--- src/rtl/seg_scan_driver.sv ---
// Four-digit multiplexed seven-segment scanner with per-frame input snapshot,
// guard-band blanking between digit slots and optional leading-zero suppression.
module seg_scan_driver #(
  parameter int SCAN_DIV = 50000,
  parameter int GUARD    = 1,
  parameter bit BLANK_LZ = 1'b0
) (
  input  logic        clk,
  input  logic        rst,
  input  logic [15:0] data,
  input  logic [3:0]  dp_mask,
  output logic [3:0]  sel,
  output logic [7:0]  seg,
  output logic        frame
);
  localparam int CW = (SCAN_DIV > 2) ? $clog2(SCAN_DIV) : 1;

  logic [CW-1:0]       div_cnt;
  logic [1:0]          idx;
  logic [15:0]         data_sh;
  logic [3:0]          dp_sh;
  logic [3:0][7:0]     dig_lit;   // active-high {dp, g..a} per digit
  logic                div_wrap, snap, guard;

  function automatic logic [6:0] hex7(input logic [3:0] n);
    case (n)
      4'h0: hex7 = 7'h3F; 4'h1: hex7 = 7'h06; 4'h2: hex7 = 7'h5B; 4'h3: hex7 = 7'h4F;
      4'h4: hex7 = 7'h66; 4'h5: hex7 = 7'h6D; 4'h6: hex7 = 7'h7D; 4'h7: hex7 = 7'h07;
      4'h8: hex7 = 7'h7F; 4'h9: hex7 = 7'h6F; 4'hA: hex7 = 7'h77; 4'hB: hex7 = 7'h7C;
      4'hC: hex7 = 7'h39; 4'hD: hex7 = 7'h5E; 4'hE: hex7 = 7'h79; default: hex7 = 7'h71;
    endcase
  endfunction

  assign div_wrap = (div_cnt == CW'(SCAN_DIV - 1));
  assign snap     = (idx == 2'd0) && (div_cnt == '0);
  assign guard    = (div_cnt < CW'(GUARD));

  // Digit k is a leading zero when it and every digit above it are zero.
  for (genvar k = 0; k < 4; k++) begin : g_dig
    logic blank;
    if (k == 0) begin : g_lsd
      assign blank = 1'b0;
    end else begin : g_upper
      assign blank = BLANK_LZ && (data_sh[15:4*k] == '0);
    end
    assign dig_lit[k] = {dp_sh[k], blank ? 7'h00 : hex7(data_sh[4*k +: 4])};
  end

  always_ff @(posedge clk) begin
    if (rst) begin
      div_cnt <= '0;
      idx     <= 2'd0;
      data_sh <= '0;
      dp_sh   <= '0;
      sel     <= 4'hF;
      seg     <= 8'hFF;
      frame   <= 1'b0;
    end else begin
      div_cnt <= div_wrap ? '0 : div_cnt + 1'b1;
      if (div_wrap) idx <= idx + 2'd1;
      if (snap) begin
        data_sh <= data;
        dp_sh   <= dp_mask;
      end
      frame <= snap;
      // Guard cycles cover the snapshot edge, so lit digits always see fresh shadow.
      if (guard) begin
        sel <= 4'hF;
        seg <= 8'hFF;
      end else begin
        sel <= ~(4'b0001 << idx);
        seg <= ~dig_lit[idx];
      end
    end
  end
endmodule

--- config.mk ---
export PLATFORM = sky130hd
export DESIGN_NAME = seg_scan_driver
export DESIGN_NICKNAME = d
export VERILOG_FILES = /design/src/rtl/seg_scan_driver.sv
export SDC_FILE = /design/constraint.sdc
export NUM_CORES = 1
export LEC_CHECK = 0
export CORE_MARGIN = 8
export CORE_UTILIZATION = 54
export CTS_BUF_LIST = sky130_fd_sc_hd__clkbuf_8
export CTS_CLUSTER_SIZE = 24
export DETAILED_ROUTE_END_ITERATION = 8
export HOLD_SLACK_MARGIN = 0.12
export PLACE_DENSITY = 0.84
export REMOVE_ABC_BUFFERS = 1
export SYNTH_ARGS = -nofsm -noshare
export SYNTH_HDL_FRONTEND = slang
export SYNTH_SLANG_ARGS = --single-unit
export TNS_END_PERCENT = 10
--- constraint.sdc ---
create_clock -name clk -period 3 [get_ports clk]
set_input_delay 0.6 -clock clk [delete_from_list [all_inputs] [get_ports clk]]
set_output_delay 0.6 -clock clk [all_outputs]
set_load 0.02 [all_outputs]
### Word-level counts from Yosys, hierarchy flattened

Memory sizes are Yosys's and may differ from the RTL's. A register that Yosys moved wholly into a read port is not among the register bits.
Index checks and enable logic that the tools add are counted.
Widths: inputs -> output; s select.

| storage, ports and cells | value |
|---|---|
| register bits after elaboration | 51 |
| ROM bits | 448 |
| input bits | 22 |
| output and inout port bits | 13 |
| word-level logic and storage cells | 34 |
| memories | 4 |

Memories:

| memory | depth | width | read ports | clocked after memory_dff | wr ports | RTL line | RTL |
|---|---|---|---|---|---|---|---|
| (name not given) | 16 | 7 | 1 | 1 | 0 | 26 | `case (n)` |
| (name not given) | 16 | 7 | 1 | 1 | 0 | 26 |  |
| (name not given) | 16 | 7 | 1 | 1 | 0 | 26 |  |
| (name not given) | 16 | 7 | 1 | 1 | 0 | 26 |  |

| operators by class | value |
|---|---|
| add/sub/neg operators | 2 |
| order comparisons | 2 |
| equality and inequality tests | 1 |
| shift operators | 1 |
| multiplexer cells | 10 |
| bitwise operators | 2 |
| reductions and logical operators | 5 |

Operators with widths:

| cell | number |
|---|---|
| $mux 4 | 8 |
| $add 16x1->16 const B | 1 |
| $bmux 8 s2 | 1 |
| $eq 16x16->1 const B | 1 |
| $logic_not 16->1 | 1 |
| $lt 16x1->1 const B | 1 |
| $mux 8 | 1 |
| $not 8->8 | 1 |
| $not 4->4 | 1 |
| $reduce_or 2->1 | 2 |
| $shl 1x2->4 const A | 1 |
| $lt 2x3->1 const B | 1 |
| $add 2x1->2 const B | 1 |
| $logic_not 2->1 | 1 |
| $logic_and 1x1->1 | 1 |

### Logic depth before layout (Yosys ltp)

Gate-level depths: netlist of the first run.

| logic depth | value |
|---|---|
| word-level depth | 4 |
| gate-level depth with buffers | 15 |
| mapped depth without buffers | 11 |

### Worst setup path before layout of the first run

OpenSTA, ideal clock, no wires.

| path | value |
|---|---|
| path kind | reg-to-reg |
| from | reg idx[0] |
| to | reg dig_lit[19] (netlist name) |
| setup time | 58 ps |
| data arrival time | 3234 ps |
| data required time | 2942 ps |
| path slack | -291 ps |
| stages on the path, launching flop included | 15 |
| path buffers | 3 |
| clock period less this slack | 3291 ps |
| cells stage by stage | dfxtp_1 clkbuf_1 inv_1 ha_1 nor4b_4 nand4_4 clkbuf_1 clkbuf_1 nand2_1 a21oi_1 inv_1 ha_1 inv_1 mux4_2 inv_1 |

| on the way | value |
|---|---|
| longest elaborated chain between the ends | 4 |

RTL lines:

| what | RTL line | RTL |
|---|---|---|
| start, declared | 19 | `logic [1:0] idx;` |
| start signal, assigned | 60 | `if (div_wrap) idx <= idx + 2'd1;` |
| $logic_not 2->1 | 35 | `assign snap = (idx == 2'd0) && (div_cnt == '0);` |
| $logic_and 1x1->1 | 35 |  |
| $mux 4 (no line) (2 in a row) | n/a |  |

No other way between the ends.
A chain may end at the register's enable or synchronous reset.

### Worst setup path after layout of the first run

| path | value |
|---|---|
| from | reg idx[0] |
| to | reg dig_lit[19] (netlist name) |

| on the way | value |
|---|---|
| longest elaborated chain between the ends | 4 |

RTL lines:

| what | RTL line |
|---|---|
| $logic_not 2->1 | 35 |
| $logic_and 1x1->1 | 35 |
| $mux 4 (no line) (2 in a row) | n/a |

No other way between the ends.

==> results.cfg, run 1 <==
[sta]
skew_ps = 5.59
finalCritPeriodShare = 0.920
relSlewSlack = 0.600
setup_slack_ps = 241
hold_ws_ps = 453
setup_violations = 0
hold_viol = 0
grt_setup_unrepaired = false
tightest_slew_ps = 599
timing.fmax_mhz = 362
setup_tns_ps = 0
finalMaxSlewViolations = 0
fin_crit_ps = 2760

[worst_setup_path]
arrival_ps = 3060
cpMostUsedCell = inv_1
critPathRequiredTime_ps = 3300
cp_num_buf_inv = 5
critPathLaunchType = flop
reg2reg_slack_ps = 240
endpoint_kind = flop
critical_path.max_stage_delay_ps = 430
crit_type = flop to flop
cpMaxStageDelayCell = mux4_2
path_cells = inv_1, ha_1, nor4b_4, and4_1, buf_12, nand2_1, a21oi_1, inv_1, ha_1, inv_1, mux4_2, inv_1
worst-path-max-fanout = 30
path_delay_family = simple AND/OR/NAND/NOR gates

[layout]
post_layout_nonfiller_instances = 596
stdcell_area_um2 = 4810
nets = 545
areaGrowthSynthToFinish_pct = 15.3
final_layout_size_suffix_gt1_frac = 0.111
antenna_cells = 0
final_util = 0.632
nFillCells = 625

[routing]
vias_per_cell = 5.50
antenna_left = 0
wl_per_cell_um = 14.9
drc_errors = 0
met1Wirelength_um = 3890
met2_length_um = 4430
drt_iter0_drc = 225
met3_length_um = 459
dr.max_layer_used = met4
vias = 3278
first_pass_iters = 5
drt-total-wl_um = 8900

[global_route]
grt_max_degree = 34
groute.usage.overall = 0.172
grt_first_pass_wirelength_um = 15500
grt_overflow = 0
antenna_found_initial = 0
grt_pass1_vias = 3327

[clocking]
cts.clk_slew.worst_paths_ps = 80
cts_resized = 0
h-tree-depth = 3
clk_path_buf_depth = 2
clock-sinks = 79
hold_buffers = 0
tritoncts.num_buffers = 9
cts_tree = built
clk_latency_ps = 350
cts_setup_buffers = 0
cts_root_buffer = clkbuf_8

[die]
boundaryPins = 35
die_area_um2 = 10800
core_area_um2 = 7610
die_height_um = 104
die_w_um = 104
initial_core_util = 0.548
rows = 32

[power]
ir_drop_v = 0.000240
switchingPower_mw = 0.752
pwr-share-seq = 0.476
power_mw = 2.55
pwr-share-clk = 0.300
p_int_mw = 1.80
comb_power_share = 0.225
switching_share = 0.295
cellPowerDensity_nw_per_um2 = 530
p_leak_nw = 2.00

[yosys]
netlist_instances = 455
ys.flop_type = dfxtp_1
synth_edf_count = 0
syn_area_um2 = 4170
synthTopCellsByArea = dfxtp_1 38%, ha_1 10%, nand2_1 4.9%, mux4_2 4.9%, a21oi_1 3.7%
syn_avg_cell_area_um2 = 9.17
synth_top_area_cell = dfxtp_1
yosys_warnings = 0
async_reset_ff_frac = 0
ys_seq_area_frac = 0.379
ys_types = 52
synth.top_cell.area_share = 0.379
synth_seq_cells = 79

[place]
dp_slack_ps = 273
routabilityCongestion = 0.916
dpl.hpwl_um = 6800
port_buffers = 34
place_inst = 580
placed_area_um2 = 4620

[flow_run]
cap_viol_max_count = 0

[min_path]
hold_path_class = flop to flop

[status]
outcome = complete, no violations
-- metal layers --
metal	track usage	up-vias
met5	0	-
met1	0.202	1538
met4	0.0486	0
met3	0.0545	13
met2	0.294	95
li1	-	1632
-- registers in the layout, indices dropped and copies added, names as in the netlist --
name and flops:
frame 1, seg 8, idx 2, div_cnt 16, data_sh 16, dp_sh 4
sel 4, dig_lit 28
-- final timing paths --
| kind | from | to | cells past startpoint |
|---|---|---|---|
| worst max register to register | idx[0] | dig_lit[19] | 12 |
| worst max-delay path | idx[0] | dig_lit[19] | 12 |
| worst min-delay path | dp_sh[2] | dp_sh[2] | 2 |
| worst min register to register | dp_sh[2] | dp_sh[2] | 2 |
-- tightest hold or removal path, cell delays in order, from the launching register on --
cell and delay (ps):
dfxtp_1 310, nand2_1 50, a21oi_1 50
-- synthesized netlist by cell type, types with 3 or more instances --
master    count
a211oi_1      7
a21o_1        3
a21oi_1      31
a22oi_1       7
a31oi_1       9
a32oi_1       3
and3_1        8
and4_1        3
buf_2         6
clkbuf_1     12
dfxtp_1      79
ha_1         34
inv_1        36
mux2i_1       8
mux4_2        9
nand2_1      55
nand3_1      14
nor2_1       38
nor2b_1       3
nor3_1        7
nor3b_1      10
o21ai_0       7
o22ai_1       7
or2_2         4
xnor2_1      11
xor2_1       10
-- placed cells by master, fill, tap and decap left out, types with 8 or more instances in the layout --
cell / n
inv_1: 37
a21oi_1: 31
xnor2_1: 11
ha_1: 34
mux4_2: 9
nand2_1: 55
nand3_1: 14
and3_1: 8
clkbuf_8: 9
xor2_1: 10
clkdlybuf4s50_1: 33
mux2i_1: 8
dfxtp_1: 79
nor3b_1: 10
nor2_1: 38
buf_4: 11
a31oi_1: 9
-- layout make-up --
cell class	count	area (um2)	area share
Clock buffer	9	124	0.0258
Clock inverter	7	65.1	0.0135
Inverter	37	141	0.0294
Multi-Input combinational cell	316	2330	0.485
Sequential cell	79	1580	0.329
Tap cell	102	128	0.0265
Timing Repair Buffer	46	438	0.0911
-- cell families after synthesis --
group | Yosys count | synth area share
adders and majority gates | 34 | 0.102
xor gates and xnor gates | 21 | 0.0441
DFF | 79 | 0.379
muxes | 20 | 0.0804
buffers and inverters | 60 | 0.0618
and+or+nand+nor | 156 | 0.200
AOI/OAI and AO/OA | 85 | 0.133
-- power groups by stage --
stage	Sequential, mW	Combinational [mW]	Clock, mW
after detailed placement	1.24	0.571	0
after global placement	1.23	0.556	0
after global routing	1.22	0.637	0.833
after floorplan	1.24	0.354	0
after CTS	1.21	0.575	0.780
final	1.21	0.574	0.764
Power figures use the tool's default switching activity.
==> inputs of run 2 (changes only) <==
Settings changed: HOLD_SLACK_MARGIN 0.12 to not set.
==> results of run 2 <==
Same layout as run 1: the final DEF is identical, and so are final timing and power.
